File: config.mk
export PLATFORM = sky130hd
export DESIGN_NAME = highlight_mode_sched_flat
export DESIGN_NICKNAME = d
export VERILOG_FILES = /design/src/rtl/highlight_mode_sched_pkg.sv /design/src/rtl/highlight_mode_sched_if.sv /design/src/rtl/highlight_mode_sched_edge_pulse.sv /design/src/rtl/highlight_mode_sched.sv /design/src/flat_wrapper.sv
export SDC_FILE = /design/constraint.sdc
export NUM_CORES = 1
export LEC_CHECK = 0
export BUFFER_PORTS_ARGS = -buffer_cell sky130_fd_sc_hd__buf_4
export CAP_MARGIN = 25
export CORE_UTILIZATION = 30
export CTS_CLUSTER_SIZE = 24
export DETAILED_ROUTE_END_ITERATION = 16
export PLACE_DENSITY = 0.52
export SLEW_MARGIN = 20
export SYNTH_ARGS = -nofsm -noshare
export SYNTH_HDL_FRONTEND = slang
export SYNTH_SLANG_ARGS = --single-unit
File: constraint.sdc
create_clock -name clk -period 5.19 [get_ports clk]
set_clock_uncertainty 0.2 [all_clocks]
set_input_delay 0.7785 -clock clk [delete_from_list [all_inputs] [get_ports clk]]
set_output_delay 0.7785 -clock clk [all_outputs]
set_load 0.01 [all_outputs]
File: src/rtl/highlight_mode_sched_pkg.sv
// Shared definitions for the colour-highlight scheduler and the highlight datapath:
// mode codes, threshold-select codes, default thresholds and small helpers.
package highlight_mode_sched_pkg;

  localparam int HMS_THR_W = 25;

  typedef logic [1:0] mode_t;

  localparam mode_t MODE_RED   = 2'b01;
  localparam mode_t MODE_GREEN = 2'b00;
  localparam mode_t MODE_BLUE  = 2'b10;
  localparam mode_t MODE_PASS  = 2'b11;

  typedef enum logic [1:0] {
    THR_SEL_GREEN = 2'b00,
    THR_SEL_RED   = 2'b01,
    THR_SEL_BLUE  = 2'b10,
    THR_SEL_NONE  = 2'b11
  } thr_sel_e;

  localparam logic signed [HMS_THR_W-1:0] THR_R_DEF_C = 25'sh01E43DA;
  localparam logic signed [HMS_THR_W-1:0] THR_G_DEF_C = 25'sh00143DA;
  localparam logic signed [HMS_THR_W-1:0] THR_B_DEF_C = 25'sh0000000;

  typedef enum logic {
    ST_IDLE = 1'b0,
    ST_PEND = 1'b1
  } state_e;

  // Highest request bit wins: red > green > blue > pass-through.
  function automatic mode_t req_to_mode(input logic [3:0] edges);
    mode_t m;
    if (edges[3]) begin
      m = MODE_RED;
    end else if (edges[2]) begin
      m = MODE_GREEN;
    end else if (edges[1]) begin
      m = MODE_BLUE;
    end else begin
      m = MODE_PASS;
    end
    return m;
  endfunction

  function automatic mode_t mode_next(input mode_t m);
    mode_t n;
    case (m)
      MODE_RED:   n = MODE_GREEN;
      MODE_GREEN: n = MODE_BLUE;
      MODE_BLUE:  n = MODE_PASS;
      MODE_PASS:  n = MODE_RED;
      default:    n = MODE_PASS;
    endcase
    return n;
  endfunction

endpackage

File: src/rtl/highlight_mode_sched_if.sv
// Bundle between the switch/button front end (master) and the scheduler (slave).
interface highlight_mode_sched_if #(
  parameter int THR_W = 25
);
  logic [3:0]              req;
  logic                    vsync;
  logic                    auto_en;
  logic                    thr_wr;
  logic [1:0]              thr_sel;
  logic signed [THR_W-1:0] thr_data;
  logic [1:0]              mode;
  logic signed [THR_W-1:0] thr_r;
  logic signed [THR_W-1:0] thr_g;
  logic signed [THR_W-1:0] thr_b;
  logic                    pending;
  logic [15:0]             frame_cnt;

  modport master (
    output req, vsync, auto_en, thr_wr, thr_sel, thr_data,
    input  mode, thr_r, thr_g, thr_b, pending, frame_cnt
  );

  modport slave (
    input  req, vsync, auto_en, thr_wr, thr_sel, thr_data,
    output mode, thr_r, thr_g, thr_b, pending, frame_cnt
  );
endinterface

File: src/rtl/highlight_mode_sched_edge_pulse.sv
// Parameterised rising-edge detector: one-cycle pulse where the input goes 0 -> 1.
module highlight_mode_sched_edge_pulse #(
  parameter int W = 1
) (
  input  logic         clk,
  input  logic         rst,
  input  logic [W-1:0] i_d,
  output logic [W-1:0] o_rise
);

  logic [W-1:0] r_q;

  // Delayed copy of the input for edge comparison.
  always_ff @(posedge clk) begin
    if (rst) begin
      r_q <= {W{1'b0}};
    end else begin
      r_q <= i_d;
    end
  end

  assign o_rise = i_d & ~r_q;

endmodule

File: src/rtl/highlight_mode_sched.sv
// Frame-synchronous highlight mode/threshold scheduler; changes commit only at frame start.
// Optional auto-cycle of the mode every AUTO_FRAMES frames when built with AUTO_CYCLE_EN.
module highlight_mode_sched
  import highlight_mode_sched_pkg::*;
#(
  parameter int                      THR_W       = HMS_THR_W,
  parameter logic signed [THR_W-1:0] THR_R_DEF   = THR_R_DEF_C,
  parameter logic signed [THR_W-1:0] THR_G_DEF   = THR_G_DEF_C,
  parameter logic signed [THR_W-1:0] THR_B_DEF   = THR_B_DEF_C,
  parameter int                      AUTO_FRAMES = 60
) (
  input  logic                  clk,
  input  logic                  rst,
  highlight_mode_sched_if.slave s_bus
);

  logic [3:0]              w_req_edge;
  logic [0:0]              w_vs_edge;
  logic                    w_frame_start;
  logic                    w_any_req;
  logic                    w_thr_wr_ok;
  logic                    w_manual;
  logic                    w_auto_step;
  mode_t                   w_req_mode;
  mode_t                   w_mode_nxt;
  state_e                  r_state;
  state_e                  w_state_nxt;
  logic                    w_pending;
  mode_t                   r_mode;
  mode_t                   r_pmode;
  logic                    r_pmode_vld;
  logic signed [THR_W-1:0] r_sh_r;
  logic signed [THR_W-1:0] r_sh_g;
  logic signed [THR_W-1:0] r_sh_b;
  logic signed [THR_W-1:0] r_thr_r;
  logic signed [THR_W-1:0] r_thr_g;
  logic signed [THR_W-1:0] r_thr_b;
  logic [15:0]             r_frame_cnt;

  highlight_mode_sched_edge_pulse #(.W(4)) u_req_edge (
    .clk    (clk),
    .rst    (rst),
    .i_d    (s_bus.req),
    .o_rise (w_req_edge)
  );

  highlight_mode_sched_edge_pulse #(.W(1)) u_vsync_edge (
    .clk    (clk),
    .rst    (rst),
    .i_d    (s_bus.vsync),
    .o_rise (w_vs_edge)
  );

  assign w_frame_start = w_vs_edge[0];
  assign w_any_req     = |w_req_edge;
  assign w_req_mode    = req_to_mode(w_req_edge);
  assign w_thr_wr_ok   = s_bus.thr_wr && (thr_sel_e'(s_bus.thr_sel) != THR_SEL_NONE);
  assign w_manual      = w_any_req || r_pmode_vld;

  // FSM state register.
  always_ff @(posedge clk) begin
    if (rst) begin
      r_state <= ST_IDLE;
    end else begin
      r_state <= w_state_nxt;
    end
  end

  // A shadow write coinciding with frame start stays pending for the next frame.
  always_comb begin
    w_state_nxt = r_state;
    case (r_state)
      ST_IDLE: begin
        if (w_frame_start) begin
          w_state_nxt = w_thr_wr_ok ? ST_PEND : ST_IDLE;
        end else if (w_any_req || w_thr_wr_ok) begin
          w_state_nxt = ST_PEND;
        end else begin
          w_state_nxt = ST_IDLE;
        end
      end
      ST_PEND: begin
        if (w_frame_start) begin
          w_state_nxt = w_thr_wr_ok ? ST_PEND : ST_IDLE;
        end else begin
          w_state_nxt = ST_PEND;
        end
      end
      default: w_state_nxt = ST_IDLE;
    endcase
  end

  // FSM output decode.
  always_comb begin
    w_pending = 1'b0;
    case (r_state)
      ST_IDLE: w_pending = 1'b0;
      ST_PEND: w_pending = 1'b1;
      default: w_pending = 1'b0;
    endcase
  end

  // Pending mode: last request before frame start wins; edges at frame start bypass it.
  always_ff @(posedge clk) begin
    if (rst) begin
      r_pmode     <= MODE_PASS;
      r_pmode_vld <= 1'b0;
    end else if (w_frame_start) begin
      r_pmode_vld <= 1'b0;
    end else if (w_any_req) begin
      r_pmode     <= w_req_mode;
      r_pmode_vld <= 1'b1;
    end else begin
      r_pmode_vld <= r_pmode_vld;
    end
  end

  // Threshold shadows; select 11 is ignored.
  always_ff @(posedge clk) begin
    if (rst) begin
      r_sh_r <= THR_R_DEF;
      r_sh_g <= THR_G_DEF;
      r_sh_b <= THR_B_DEF;
    end else if (s_bus.thr_wr) begin
      case (thr_sel_e'(s_bus.thr_sel))
        THR_SEL_GREEN: r_sh_g <= s_bus.thr_data;
        THR_SEL_RED:   r_sh_r <= s_bus.thr_data;
        THR_SEL_BLUE:  r_sh_b <= s_bus.thr_data;
        default:       r_sh_r <= r_sh_r;
      endcase
    end else begin
      r_sh_r <= r_sh_r;
    end
  end

`ifdef AUTO_CYCLE_EN
  localparam logic [15:0] AUTO_LAST = 16'(AUTO_FRAMES - 1);

  logic [15:0] r_auto_cnt;
  logic [15:0] w_auto_cnt_nxt;

  // A manual commit at the same boundary beats the auto step and restarts the count.
  always_comb begin
    w_auto_cnt_nxt = r_auto_cnt;
    w_auto_step    = 1'b0;
    if (!s_bus.auto_en) begin
      w_auto_cnt_nxt = 16'd0;
    end else if (w_frame_start && w_manual) begin
      w_auto_cnt_nxt = 16'd0;
    end else if (w_frame_start && (r_auto_cnt >= AUTO_LAST)) begin
      w_auto_cnt_nxt = 16'd0;
      w_auto_step    = 1'b1;
    end else if (w_frame_start) begin
      w_auto_cnt_nxt = r_auto_cnt + 16'd1;
    end else begin
      w_auto_cnt_nxt = r_auto_cnt;
    end
  end

  // Auto-cycle frame counter.
  always_ff @(posedge clk) begin
    if (rst) begin
      r_auto_cnt <= 16'd0;
    end else begin
      r_auto_cnt <= w_auto_cnt_nxt;
    end
  end
`else
  logic w_auto_unused;
  assign w_auto_unused = s_bus.auto_en;
  assign w_auto_step   = 1'b0;
`endif

  // Mode selection at frame start.
  always_comb begin
    w_mode_nxt = r_mode;
    if (w_frame_start) begin
      if (w_any_req) begin
        w_mode_nxt = w_req_mode;
      end else if (r_pmode_vld) begin
        w_mode_nxt = r_pmode;
      end else if (w_auto_step) begin
        w_mode_nxt = mode_next(r_mode);
      end else begin
        w_mode_nxt = r_mode;
      end
    end else begin
      w_mode_nxt = r_mode;
    end
  end

  // Active values: updated only on frame start.
  always_ff @(posedge clk) begin
    if (rst) begin
      r_mode      <= MODE_PASS;
      r_thr_r     <= THR_R_DEF;
      r_thr_g     <= THR_G_DEF;
      r_thr_b     <= THR_B_DEF;
      r_frame_cnt <= 16'd0;
    end else if (w_frame_start) begin
      r_mode      <= w_mode_nxt;
      r_thr_r     <= r_sh_r;
      r_thr_g     <= r_sh_g;
      r_thr_b     <= r_sh_b;
      r_frame_cnt <= r_frame_cnt + 16'd1;
    end else begin
      r_mode      <= r_mode;
    end
  end

  assign s_bus.mode      = r_mode;
  assign s_bus.thr_r     = r_thr_r;
  assign s_bus.thr_g     = r_thr_g;
  assign s_bus.thr_b     = r_thr_b;
  assign s_bus.pending   = w_pending;
  assign s_bus.frame_cnt = r_frame_cnt;

endmodule
File: src/flat_wrapper.sv
// flat-port wrapper written by rule: the top's interface ports become plain ports
module highlight_mode_sched_flat import highlight_mode_sched_pkg::*;
#(
  parameter int                      THR_W       = HMS_THR_W,
  parameter logic signed [THR_W-1:0] THR_R_DEF   = THR_R_DEF_C,
  parameter logic signed [THR_W-1:0] THR_G_DEF   = THR_G_DEF_C,
  parameter logic signed [THR_W-1:0] THR_B_DEF   = THR_B_DEF_C,
  parameter int                      AUTO_FRAMES = 60
)
  (clk, rst, s_bus_req, s_bus_vsync, s_bus_auto_en, s_bus_thr_wr, s_bus_thr_sel, s_bus_thr_data, s_bus_mode, s_bus_thr_r, s_bus_thr_g, s_bus_thr_b, s_bus_pending, s_bus_frame_cnt);
  highlight_mode_sched_if #(.THR_W(THR_W)) s_bus_i ();
  input  logic clk;
  input  logic rst;
  input wire logic [$bits(s_bus_i.req)-1:0] s_bus_req;
  input wire logic [$bits(s_bus_i.vsync)-1:0] s_bus_vsync;
  input wire logic [$bits(s_bus_i.auto_en)-1:0] s_bus_auto_en;
  input wire logic [$bits(s_bus_i.thr_wr)-1:0] s_bus_thr_wr;
  input wire logic [$bits(s_bus_i.thr_sel)-1:0] s_bus_thr_sel;
  input wire logic [$bits(s_bus_i.thr_data)-1:0] s_bus_thr_data;
  output wire logic [$bits(s_bus_i.mode)-1:0] s_bus_mode;
  output wire logic [$bits(s_bus_i.thr_r)-1:0] s_bus_thr_r;
  output wire logic [$bits(s_bus_i.thr_g)-1:0] s_bus_thr_g;
  output wire logic [$bits(s_bus_i.thr_b)-1:0] s_bus_thr_b;
  output wire logic [$bits(s_bus_i.pending)-1:0] s_bus_pending;
  output wire logic [$bits(s_bus_i.frame_cnt)-1:0] s_bus_frame_cnt;
  assign s_bus_i.req = s_bus_req;
  assign s_bus_i.vsync = s_bus_vsync;
  assign s_bus_i.auto_en = s_bus_auto_en;
  assign s_bus_i.thr_wr = s_bus_thr_wr;
  assign s_bus_i.thr_sel = s_bus_thr_sel;
  assign s_bus_i.thr_data = s_bus_thr_data;
  assign s_bus_mode = s_bus_i.mode;
  assign s_bus_thr_r = s_bus_i.thr_r;
  assign s_bus_thr_g = s_bus_i.thr_g;
  assign s_bus_thr_b = s_bus_i.thr_b;
  assign s_bus_pending = s_bus_i.pending;
  assign s_bus_frame_cnt = s_bus_i.frame_cnt;
  highlight_mode_sched #(.THR_W(THR_W), .THR_R_DEF(THR_R_DEF), .THR_G_DEF(THR_G_DEF), .THR_B_DEF(THR_B_DEF), .AUTO_FRAMES(AUTO_FRAMES)) u_core (.clk(clk), .rst(rst), .s_bus(s_bus_i));
endmodule
# After elaboration in Yosys (flattened, before gate mapping)
# Index checks and enable logic that the tools add are counted.
[classes]
n_mul = 0
n_div = 0
n_eq_ne = 3
n_reduce_logical = 11
shift = 0
n_lt_le_gt_ge = 0
addsub = 1
bitwise = 6
n_mux = 11
[op_table]
columns = ["op", "n"]
rows = [
  ["$add 16x1->16 const B", 1],
  ["$reduce_and 2->1", 5],
  ["$mux 2", 4],
  ["$mux 1", 5],
  ["$and 4x4->4", 1],
  ["$not 4->4", 1],
  ["$pmux 1 s2", 2],
  ["$reduce_or 4->1", 1],
  ["$not 1->1", 3],
  ["$eq 2x1->1 const B", 1],
  ["$eq 2x2->1 const B", 1],
  ["$logic_not 2->1", 1],
  ["$ne 2x2->1 const B", 1],
  ["$reduce_bool 2->1", 1],
  ["$reduce_or 2->1", 1],
  ["$and 1x1->1", 1],
  ["$logic_and 1x1->1", 1],
  ["$logic_or 1x1->1", 1],
]
[totals]
wordCells = 45
reg_bits = 177
n_memories = 0
ramBits = 0
rom_bits = 0
in_bits = 36
latch_bits = 0
out_inout_bits = 94

# Depth between registers and ports, before layout
# Gate-level depths: netlist of the first run.
[logic_depth]
word_depth = 7
depth_mapped = 5
mapped_depth_nobuf = 5

# Hierarchy
# Synthesis of the first run repeated with hierarchy kept, for this count alone.
[unflattened]
cells_unflattened = 698
hier_area_um2 = 6456.2
[by_module_without_submodules]
columns = ["mod", "instances", "cells_per_inst", "seq_area_each_um2", "area_each_um2"]
rows = [
  ["highlight_mode_sched", 1, 683, 3443.3, 6268.5],
  ["highlight_mode_sched_edge_pulse (u_core.u_req_edge)", 1, 12, 80.1, 140.1],
  ["highlight_mode_sched_edge_pulse (u_core.u_vsync_edge)", 1, 3, 20.0, 47.5],
]

# Worst setup path after synthesis of the first run
# No wires, ideal clock.
[synth_path]
kind = "input-to-reg"
startpoint = "input port s_bus_vsync"
endpoint = "register u_core.r_frame_cnt[15], in the netlist u_core.s_bus.frame_cnt[15]"
slack_ps = 3126
path_buffers = 0
stages = 4
required_time_ps = 4920
arrival_time_ps = 1795
setup_ps = 70
cell_sequence = "nand4b_4 or3_4 or4_1 a21oi_1"
[synth_via]
elab_chain_len = 1
[synth_lines]
columns = ["element", "line", "rtl"]
rows = [
  ["start: declaration", "flat_wrapper.sv:15", "input wire logic [$bits(s_bus_i.vsync)-1:0] s_bus_vsync;"],
  ["$and 1x1->1", "highlight_mode_sched_edge_pulse.sv:22", "assign o_rise = i_d & ~r_q;"],
  ["end signal: assignment", "highlight_mode_sched.sv:205", "r_frame_cnt <= r_frame_cnt + 16'd1;"],
  ["end: declaration", "highlight_mode_sched.sv:38", "logic [15:0] r_frame_cnt;"],
]
# Every way passes these cells.
# A chain may end at the register's enable or synchronous reset.

# Worst setup path after layout of the first run
[layout_path]
startpoint = "input port s_bus_vsync"
endpoint = "register u_core.r_thr_r[13], in the netlist u_core.s_bus.thr_r[13]"
[layout_via]
elab_chain_len = 1
[layout_lines]
columns = ["element", "line", "rtl"]
rows = [
  ["$and 1x1->1", "highlight_mode_sched_edge_pulse.sv:22", ""],
  ["end signal: assignment", "highlight_mode_sched.sv:202", "r_thr_r <= r_sh_r;"],
  ["end: declaration", "highlight_mode_sched.sv:35", "logic signed [THR_W-1:0] r_thr_r;"],
]
# Every way passes these cells.

==> results of run 1 <==
worst max-delay path, stage by stage:
cell     delay [ns]
buf_4          0.13
nor2b_4        0.55
buf_16         0.23
buf_4          0.30
nand2_1        0.11
a21oi_1        0.12
synth_stat cells (2+ instances only):
cell | instances | area share
xnor2_1 | 5 | 0.0069
and3b_1 | 2 | 0.0027
and3_1 | 4 | 0.0039
o21bai_1 | 3 | 0.0035
nand3b_1 | 44 | 0.052
buf_1 | 2 | 0.0012
dfxtp_1 | 177 | 0.55
o21ai_0 | 6 | 0.0047
nand3_1 | 2 | 0.0016
nand2_1 | 310 | 0.18
xor2_1 | 6 | 0.0082
nor3_1 | 2 | 0.0016
a21oi_1 | 118 | 0.092
or3_1 | 3 | 0.0029
nand4_1 | 7 | 0.0069
inv_1 | 2 | 0.0012
nand2b_1 | 6 | 0.0059
nor2_1 | 13 | 0.0076
clkbuf_1 | 48 | 0.028
nor2b_1 | 7 | 0.0069
nor4_1 | 2 | 0.0020
per-stage QoR:
stage	total power (W)	setup slack, ns	hold slack [ns]
after floorplan	0.001583	3.126	0.2321
after global placement	0.001691	2.421	0.2384
after detailed placement	0.001693	2.448	0.2435
after CTS	0.002910	2.890	0.2496
after global routing	0.003000	2.977	0.2678
final	0.002874	3.095	0.2510
how the worst min path moves through the flow:
stage	start	to	slack [ns]
6_report	u_core.r_sh_r[5]	u_core.s_bus.thr_r[5]	0.25
5_1_grt	u_core.r_sh_r[11]	u_core.r_sh_r[11]	0.27
4_1_cts	u_core.r_sh_b[18]	u_core.s_bus.thr_b[18]	0.25
3_5_place_dp	u_core.r_sh_b[18]	u_core.s_bus.thr_b[18]	0.24
3_3_place_gp	u_core.r_sh_b[24]	u_core.s_bus.thr_b[24]	0.24
2_1_floorplan	u_core.r_sh_b[0]	u_core.s_bus.thr_b[0]	0.23
flip-flops by register name (all words and copies together), names as in the netlist:
| register | count |
|---|---|
| u_core.r_pmode | 2 |
| u_core.r_pmode_vld | 1 |
| u_core.r_sh_b | 25 |
| u_core.r_sh_g | 25 |
| u_core.r_sh_r | 25 |
| u_core.r_state | 1 |
| u_core.s_bus.frame_cnt | 16 |
| u_core.s_bus.mode | 2 |
| u_core.s_bus.thr_b | 25 |
| u_core.s_bus.thr_g | 25 |
| u_core.s_bus.thr_r | 25 |
| u_core.u_req_edge.r_q | 4 |
| u_core.u_vsync_edge.r_q | 1 |
cell usage in the layout, fill, tap and decap left out, types with 2 or more instances in the layout:
cell / synthesis / layout
nand2b_1: 6 / 5
clkinvlp_4: 0 / 4
clkbuf_8: 0 / 2
nor2_1: 13 / 13
xnor2_1: 5 / 5
o21ai_0: 6 / 6
dfxtp_1: 177 / 177
and3_1: 4 / 4
or3_1: 3 / 3
nand3_1: 2 / 2
nor3_1: 2 / 2
xor2_1: 6 / 6
nand4_1: 7 / 7
and3b_1: 2 / 2
a21oi_1: 118 / 118
nor4_1: 2 / 2
buf_4: 1 / 135
clkbuf_16: 0 / 17
clkinv_2: 0 / 3
inv_1: 2 / 2
nor2b_1: 7 / 6
nand3b_1: 44 / 44
nand2_1: 310 / 310
clkbuf_1: 48 / 3
o21bai_1: 3 / 3
per-layer routing:
layer	global-route usage	wire length [µm]	vias up
met5	0	0	-
met4	0.05258	164	0
met3	0.03642	740	10
met2	0.2547	7847	104
met1	0.2258	8888	2452
li1	-	-	2757
power groups by stage:
stage / clock network [W] / registers [W] / logic, W
6_report: 0.00121 / 0.00143 / 0.000232
4_1_cts: 0.00125 / 0.00143 / 0.000233
3_5_place_dp: 0 / 0.00146 / 0.000232
5_1_grt: 0.00131 / 0.00144 / 0.000257
3_3_place_gp: 0 / 0.00146 / 0.000230
2_1_floorplan: 0 / 0.00147 / 0.000117
cell type report:
cell class,count,area share
sequential,177,0.4343
multi-input combinational,553,0.3260
timing repair buffer,137,0.1294
clock buffer,22,0.05689
tap,275,0.04217
clock inverter,9,0.01027
inverter,2,0.0009201
cell families after synthesis:
kind of cell / Yosys count / share of synthesized area
xor gates and xnor gates: 11 / 0.01508
and+or+nand+nor: 410 / 0.2904
DFF: 177 / 0.5545
AOI/OAI and AO/OA: 131 / 0.1055
buffers and inverters: 54 / 0.03250
adders and majority gates: 1 / 0.001958
==> flow_metrics.env, run 1 <==
export IMPL_numCtsBuffers=17
export IMPL_r2r_start="u_core.u_vsync_edge.r_q"
export IMPL_drtPass1Iterations=5
export IMPL_die_area_mm2=0.02189
export IMPL_die_h_um=147.9
export IMPL_cts_resized=0
export IMPL_clockBufferDepth=2
export IMPL_core_area_mm2=0.02096
export IMPL_htree_levels=4
export IMPL_slew_violations=0
export IMPL_switching_power_w=0.0006930
export IMPL_finalCritPeriodShare=0.4036
export IMPL_synth_edff_count=0
export IMPL_timing_fmax_ghz=0.4774
export IMPL_area_growth_pct=27.69
export IMPL_final_setup_tns_ns=0
export IMPL_antenna_cells=0
export IMPL_p_clk_frac=0.421
export IMPL_synth_seq_area_share=0.5545
export IMPL_grt_usage=0.1643
export IMPL_synth_fp_nets=821
export IMPL_critPathMaxFanout=24
export IMPL_via_per_inst=4.530
export IMPL_ys_flop_type="dfxtp_1"
export IMPL_multiInputGateArea_mm2=0.002660
export IMPL_cts_clk_slew_worst_paths_ns=0.06
export IMPL_vias=5323
export IMPL_syn_cell_area_mm2=0.006390
export IMPL_hold_viol_final=0
export IMPL_drive_gt1_frac=0.1911
export IMPL_maxCapViolCount=0
export IMPL_ant_nets=0
export IMPL_cts_root_buf="clkbuf_16"
export IMPL_dp_hpwl_um=11350
export IMPL_routedWlPerCell_um=15.01
export IMPL_status="finished, final reports clean"
export IMPL_power_internal_w=0.002181
export IMPL_rr_worst_depth=4
export IMPL_async_flop_share=0
export IMPL_fin_cells=1175
export IMPL_grt_max_degree=90
export IMPL_fin_nets=925
export IMPL_grt_pass1_wl_um=27540
export IMPL_sw_frac_of_total=0.2411
export IMPL_area_sequential_mm2=0.003543
export IMPL_cp_start_kind="input pin"
export IMPL_cp_end_kind="flop"
export IMPL_cts_hold_buf=0
export IMPL_fin_util=0.3894
export IMPL_vdd_drop_max_mv=0.1846
export IMPL_grt_overflow=0
export IMPL_combPwrFrac=0.081
export IMPL_drc=0
export IMPL_syn_area_per_cell_um2=8.150
export IMPL_crit_type="in2reg"
export IMPL_cts_setup_buffers=0
export IMPL_postPlaceCellArea_mm2=0.007584
export IMPL_critPathRequiredTime_ns=5.34
export IMPL_stdcell_area_mm2=0.008159
export IMPL_io_buffers=128
export IMPL_syn_inst=784
export IMPL_crit_start="s_bus_vsync"
export IMPL_ys_warn_count=0
export IMPL_min_path_type="reg2reg"
export IMPL_clk_latency_ns=0.42
export IMPL_ys_types=36
export IMPL_io_pins=130
export IMPL_tightest_slew_ns=0.9727
export IMPL_gp_routability_congestion=0.7598
export IMPL_fin_crit_ns=2.095
export IMPL_antenna_found_initial=0
export IMPL_drt_iter0_drc=294
export IMPL_die_w_um=147.9
export IMPL_crit_path_end="u_core.s_bus.thr_r[13]"
export IMPL_grt_pass1_vias=5099
export IMPL_nFillCells=2263
export IMPL_clock_sinks=177
export IMPL_placedCellCount=1143
export IMPL_fp_row_count=53
export IMPL_cts_tree="done"
export IMPL_powerDensity_mw_per_mm2=352.2
export IMPL_p_leak_nw=3.283
export IMPL_relSlewSlack=0.3516
export IMPL_regToRegSetupSlack_ns=3.19
export IMPL_hold_path_depth=2
export IMPL_initial_core_util=0.3049
export IMPL_cp_arrival_ns=2.24
export IMPL_reg2reg_to="u_core.s_bus.mode[1]"
export IMPL_drt_total_wl_um=17640
export IMPL_synth_seq_cells=177
export IMPL_power_frac_seq=0.498
export IMPL_setup_violations=0
export IMPL_rsz0062_at_grt="false"
No activity file was read; power rests on OpenSTA's default activity.
==> run 2: changes to the inputs <==
==> constraint.sdc (replaced) <==
create_clock -name clk -period 2.1 [get_ports clk]
set_clock_uncertainty 0.2 [all_clocks]
set_input_delay 0.315 -clock clk [delete_from_list [all_inputs] [get_ports clk]]
set_output_delay 0.315 -clock clk [all_outputs]
set_load 0.01 [all_outputs]
==> flow_metrics.env, run 2 (synthesized netlist as in run 1, its figures left out) <==
export IMPL_clk_latency_ns=0.41
export IMPL_initial_core_util=0.3049
export IMPL_cp_start_kind="input pin"
export IMPL_slowest_delay_ns=0.53
export IMPL_rr_worst_depth=4
export IMPL_p_leak_nw=3.491
export IMPL_io_pins=130
export IMPL_regToRegSetupSlack_ns=0.30
export IMPL_postPlaceCellArea_mm2=0.007724
export IMPL_drt_iter0_drc=299
export IMPL_core_area_mm2=0.02096
export IMPL_maxCapViolCount=0
export IMPL_critPathRequiredTime_ns=2.25
export IMPL_antenna_cells=0
export IMPL_sw_frac_of_total=0.2319
export IMPL_grtUsageMet1=0.2277
export IMPL_fin_nets=962
export IMPL_power_internal_w=0.005675
export IMPL_power_frac_seq=0.479
export IMPL_final_setup_tns_ns=0
export IMPL_drc=0
export IMPL_final_common_cell="nand2_1"
export IMPL_timing_fmax_ghz=0.5176
export IMPL_cts_tree="done"
export IMPL_hold_viol_final=0
export IMPL_placedCellCount=1151
export IMPL_cts_clk_slew_worst_paths_ns=0.06
export IMPL_routedWlPerCell_um=14.70
export IMPL_p_clk_frac=0.435
export IMPL_cts_resized=0
export IMPL_status="finished, final reports clean"
export IMPL_grt_usage=0.1648
export IMPL_grt_overflow=0
export IMPL_vdd_drop_max_mv=0.4996
export IMPL_vias=5516
export IMPL_antenna_found_initial=0
export IMPL_rsz0062_at_grt="false"
export IMPL_gp_routability_congestion=0.7616
export IMPL_switching_power_w=0.001713
export IMPL_final_cell_mix="nand2_1 (310), dfxtp_1 (177), buf_4 (137)"
export IMPL_fp_row_count=53
export IMPL_grt_pass1_wl_um=27890
export IMPL_r2r_start="u_core.s_bus.frame_cnt[7]"
export IMPL_cp_buffers_inverters=2
export IMPL_via_per_inst=4.555
export IMPL_crit_type="in2reg"
export IMPL_min_to="u_core.r_state"
export IMPL_tightest_slew_ns=0.6406
export IMPL_setup_violations=0
export IMPL_worstHoldStart="s_bus_thr_wr"
export IMPL_io_buffers=128
export IMPL_grt_busiest_layer="met2"
export IMPL_stdcell_area_mm2=0.008617
export IMPL_fin_cells=1211
export IMPL_crit_path_cell_trace="dlygate4sd3_1 -> buf_4 -> nand4b_4 -> or3_4 -> or4_1 -> a21oi_1"
export IMPL_ant_nets=0
export IMPL_critPathMaxFanout=6
export IMPL_drtPass1Iterations=4
export IMPL_crit_family="simple AND/OR/NAND/NOR gates"
export IMPL_grt_max_degree=53
export IMPL_numCtsBuffers=17
export IMPL_cts_setup_buffers=0
export IMPL_hold_path_depth=3
export IMPL_fin_crit_ns=1.932
export IMPL_clockBufferDepth=2
export IMPL_cp_arrival_ns=2.08
export IMPL_die_w_um=147.9
export IMPL_reg2reg_to="u_core.s_bus.frame_cnt[15]"
export IMPL_drive_gt1_frac=0.1923
export IMPL_grt_pass1_vias=5095
export IMPL_powerDensity_mw_per_mm2=857.4
export IMPL_die_area_mm2=0.02189
export IMPL_combPwrFrac=0.087
export IMPL_cp_end_kind="flop"
export IMPL_area_growth_pct=34.85
export IMPL_htree_levels=4
export IMPL_die_h_um=147.9
export IMPL_cts_root_buf="clkbuf_16"
export IMPL_met3_usage=0.03827
export IMPL_grt_met2_usage=0.2573
export IMPL_slew_violations=0
export IMPL_dp_hpwl_um=11590
export IMPL_clock_sinks=177
export IMPL_relSlewSlack=0.5729
export IMPL_drt_total_wl_um=17810
export IMPL_min_path_type="in2reg"
export IMPL_worst_path_max_delay_cell="dlygate4sd3_1"
export IMPL_finalCritPeriodShare=0.9200
## run 2: cell types whose count changed in the layout (fill, tap and decap cells not counted), sizes merged
cell         before  now
clkbuf           22   20
inv               3    2
bufinv            1    3
clkinvlp          4    3
dlygate4sd3       0   30
buf             137  144
clkinv            3    4
## run 2: area by class of cell
type                            count  area [µm²]
Multi-Input combinational cell    553        2660
Inverter                            2       7.507
Fill cell                        2213       12340
Timing Repair Buffer              174        1469
Tap cell                          275       344.1
Clock buffer                       20       456.7
Clock inverter                     10       136.4
Sequential cell                   177        3543
## run 2: per-layer routing
metal / routed length, µm / vias up / part of all wire
li1: - / 2834 / -
met1: 8798 / 2558 / 0.49
met2: 8024 / 115 / 0.45
met3: 840 / 9 / 0.047
met4: 143 / 0 / 0.0080
met5: 0 / - / 0
## run 2: worst max-delay path by stage
stage | depth (start not counted) | from | to | slack, ns
after floorplan | 4 | u_core.s_bus.frame_cnt[2] | u_core.s_bus.frame_cnt[15] | 0.28
after global placement | 5 | s_bus_vsync | u_core.s_bus.frame_cnt[15] | 0.30
after detailed placement | 5 | s_bus_vsync | u_core.s_bus.frame_cnt[15] | 0.29
after CTS | 6 | s_bus_vsync | u_core.s_bus.frame_cnt[15] | 0.18
after global routing | 6 | s_bus_vsync | u_core.s_bus.frame_cnt[15] | 0.13
final | 6 | s_bus_vsync | u_core.s_bus.frame_cnt[15] | 0.17
## run 2: power groups by stage
stage / Combinational, W / Sequential, W / Clock (W)
2_1_floorplan: 0.000289 / 0.00362 / 0
3_3_place_gp: 0.000601 / 0.00361 / 0
3_5_place_dp: 0.000603 / 0.00361 / 0
4_1_cts: 0.000650 / 0.00354 / 0.00330
5_1_grt: 0.000708 / 0.00355 / 0.00345
6_report: 0.000640 / 0.00354 / 0.00321
## run 2: per-stage QoR
stage | hold slack, ns | worst slack [ns] | utilization | power (W)
5_1_grt | 0.07580 | 0.1271 | 0.4112 | 0.007711
3_5_place_dp | 0.2433 | 0.2945 | 0.3686 | 0.004215
3_3_place_gp | 0.2398 | 0.2959 | 0.3686 | 0.004211
6_report | 0.08891 | 0.1680 | 0.4112 | 0.007388
4_1_cts | 0.07825 | 0.1828 | 0.4112 | 0.007489
2_1_floorplan | 0.2321 | 0.2787 | - | 0.003913
## run 2: worst reg2reg max path, stage by stage (launching register included)
cell and delay [ns]:
dfxtp_1 0.44, and4_1 0.27, nand4_1 0.19, or4_1 0.50, a21oi_1 0.14
## run 2: timing repair
item	CTS	global route
endpoints found under the setup margin	0	0
endpoints found under the hold margin	80	0
hold buffers	30	0
==> run 3: changes to the inputs <==
--- a/config.mk
+++ b/config.mk
@@ -11,6 +11,7 @@
 export CTS_CLUSTER_SIZE = 24
 export DETAILED_ROUTE_END_ITERATION = 16
 export PLACE_DENSITY = 0.52
+export REMOVE_ABC_BUFFERS = 1
 export SLEW_MARGIN = 20
 export SYNTH_ARGS = -nofsm -noshare
 export SYNTH_HDL_FRONTEND = slang
==> flow_metrics.env, run 3 (synthesized netlist as in run 1, its figures left out) <==
export IMPL_finalCritPeriodShare=0.9231
export IMPL_dr_wl_met3_um=767
export IMPL_hold_ws_ns=0.03433
export IMPL_grt_max_degree=48
export IMPL_top_layer="met4"
export IMPL_fin_crit_ns=1.939
export IMPL_status="finished, final reports clean"
export IMPL_fin_util=0.4161
export IMPL_final_cell_mix="nand2_1 (310), dfxtp_1 (177), buf_4 (150)"
export IMPL_io_pins=130
export IMPL_cts_clk_slew_worst_paths_ns=0.06
export IMPL_htree_levels=4
export IMPL_timing_fmax_ghz=0.5159
export IMPL_rsz0062_at_grt="false"
export IMPL_fin_nets=977
export IMPL_cts_root_buf="clkbuf_16"
export IMPL_nFillCells=2227
export IMPL_clock_sinks=177
export IMPL_setup_violations=0
export IMPL_grt_overflow=0
export IMPL_tightest_slew_ns=0.6826
export IMPL_relSlewSlack=0.5449
export IMPL_drt_total_wl_um=17180
export IMPL_p_leak_nw=3.553
export IMPL_grt_usage=0.1620
export IMPL_routedWlPerCell_um=13.99
export IMPL_fin_cells=1228
export IMPL_grt_pass1_wl_um=27460
export IMPL_io_buffers=128
export IMPL_clk_latency_ns=0.42
export IMPL_die_w_um=147.9
export IMPL_r2r_start="u_core.s_bus.frame_cnt[5]"
export IMPL_via_per_inst=4.537
export IMPL_cp_arrival_ns=2.09
export IMPL_gp_routability_congestion=0.7498
export IMPL_antenna_cells=0
export IMPL_placedCellCount=1165
export IMPL_final_setup_tns_ns=0
export IMPL_drtPass1Iterations=6
export IMPL_numCtsBuffers=17
export IMPL_crit_start="s_bus_vsync"
export IMPL_dp_hpwl_um=11080
export IMPL_drive_gt1_frac=0.2036
export IMPL_critPathRequiredTime_ns=2.25
export IMPL_critPathMaxFanout=6
export IMPL_die_h_um=147.9
export IMPL_crit_type="in2reg"
export IMPL_maxCapViolCount=0
export IMPL_drt_iter0_drc=240
export IMPL_final_common_cell="nand2_1"
export IMPL_antenna_found_initial=0
export IMPL_hold_viol_final=0
export IMPL_wl_met2_um=7875
export IMPL_die_area_mm2=0.02189
export IMPL_ant_nets=0
export IMPL_clockBufferDepth=2
export IMPL_powerDensity_mw_per_mm2=832.3
export IMPL_worstHoldStart="s_bus_thr_sel[0]"
export IMPL_drc=0
export IMPL_slew_violations=0
export IMPL_cts_resized=0
export IMPL_vias=5572
export IMPL_grt_pass1_vias=5310
export IMPL_min_path_type="in2reg"
export IMPL_setup_ws_ns=0.1615
export IMPL_place_ws_ns=0.2513
export IMPL_cp_end_kind="flop"
export IMPL_vdd_drop_max_mv=0.5209
export IMPL_cp_start_kind="input pin"
export IMPL_initial_core_util=0.3049
export IMPL_core_area_mm2=0.02096
export IMPL_fp_row_count=53
export IMPL_area_growth_pct=36.44
export IMPL_met1_length_um=8368
export IMPL_cts_tree="done"
[run 3: final cells by class]
| type | count | area [µm²] | area share |
|---|---|---|---|
| clock buffer | 22 | 454.2 | 0.05210 |
| clock inverter | 10 | 111.4 | 0.01277 |
| inverter | 2 | 7.507 | 0.0008611 |
| multi-input combinational | 553 | 2661 | 0.3053 |
| sequential | 177 | 3543 | 0.4064 |
| tap | 275 | 344.1 | 0.03947 |
| timing repair buffer | 189 | 1597 | 0.1831 |
[run 3: critical path: stages]
cell and delay, ns:
dlygate4sd3_1 0.53, buf_4 0.15, nand4b_4 0.12, or3_4 0.41, or4_1 0.41, a21oi_1 0.15
[run 3: per-layer routing]
layer	GRT usage	vias up
met2	0.2561	104
li1	-	2868
met4	0.05722	0
met5	0	-
met3	0.03519	11
met1	0.2170	2589
[run 3: where the power goes]
part	internal [W]	total, W	switching [W]	leakage [nW]
combinational	0.000297	0.000644	0.000347	1.84
clock	0.00178	0.00308	0.00130	0.270
sequential	0.00347	0.00354	0.0000628	1.44
[run 3: timing repair]
item | CTS | global route
buffers inserted | 0 | 0
hold buffers | 31 | 0
endpoints found under the hold margin | 81 | 0
[run 3: final timing paths]
| path | endpoint | slack, ns | depth (start not counted) |
|---|---|---|---|
| worst max-delay path | u_core.s_bus.frame_cnt[15] | 0.16 | 6 |
| worst min-delay path | u_core.r_state | 0.03 | 4 |
| worst max register to register | u_core.s_bus.frame_cnt[15] | 0.27 | 4 |
| worst min register to register | u_core.s_bus.thr_r[0] | 0.25 | 2 |
[run 3: per-stage QoR]
step           instance area [µm²]  power (W)
2_1_floorplan                 6190   0.003862
3_3_place_gp                  7843   0.004219
3_5_place_dp                  7843   0.004224
4_1_cts                       8718   0.007390
5_1_grt                       8718   0.007584
6_report                      8718   0.007256
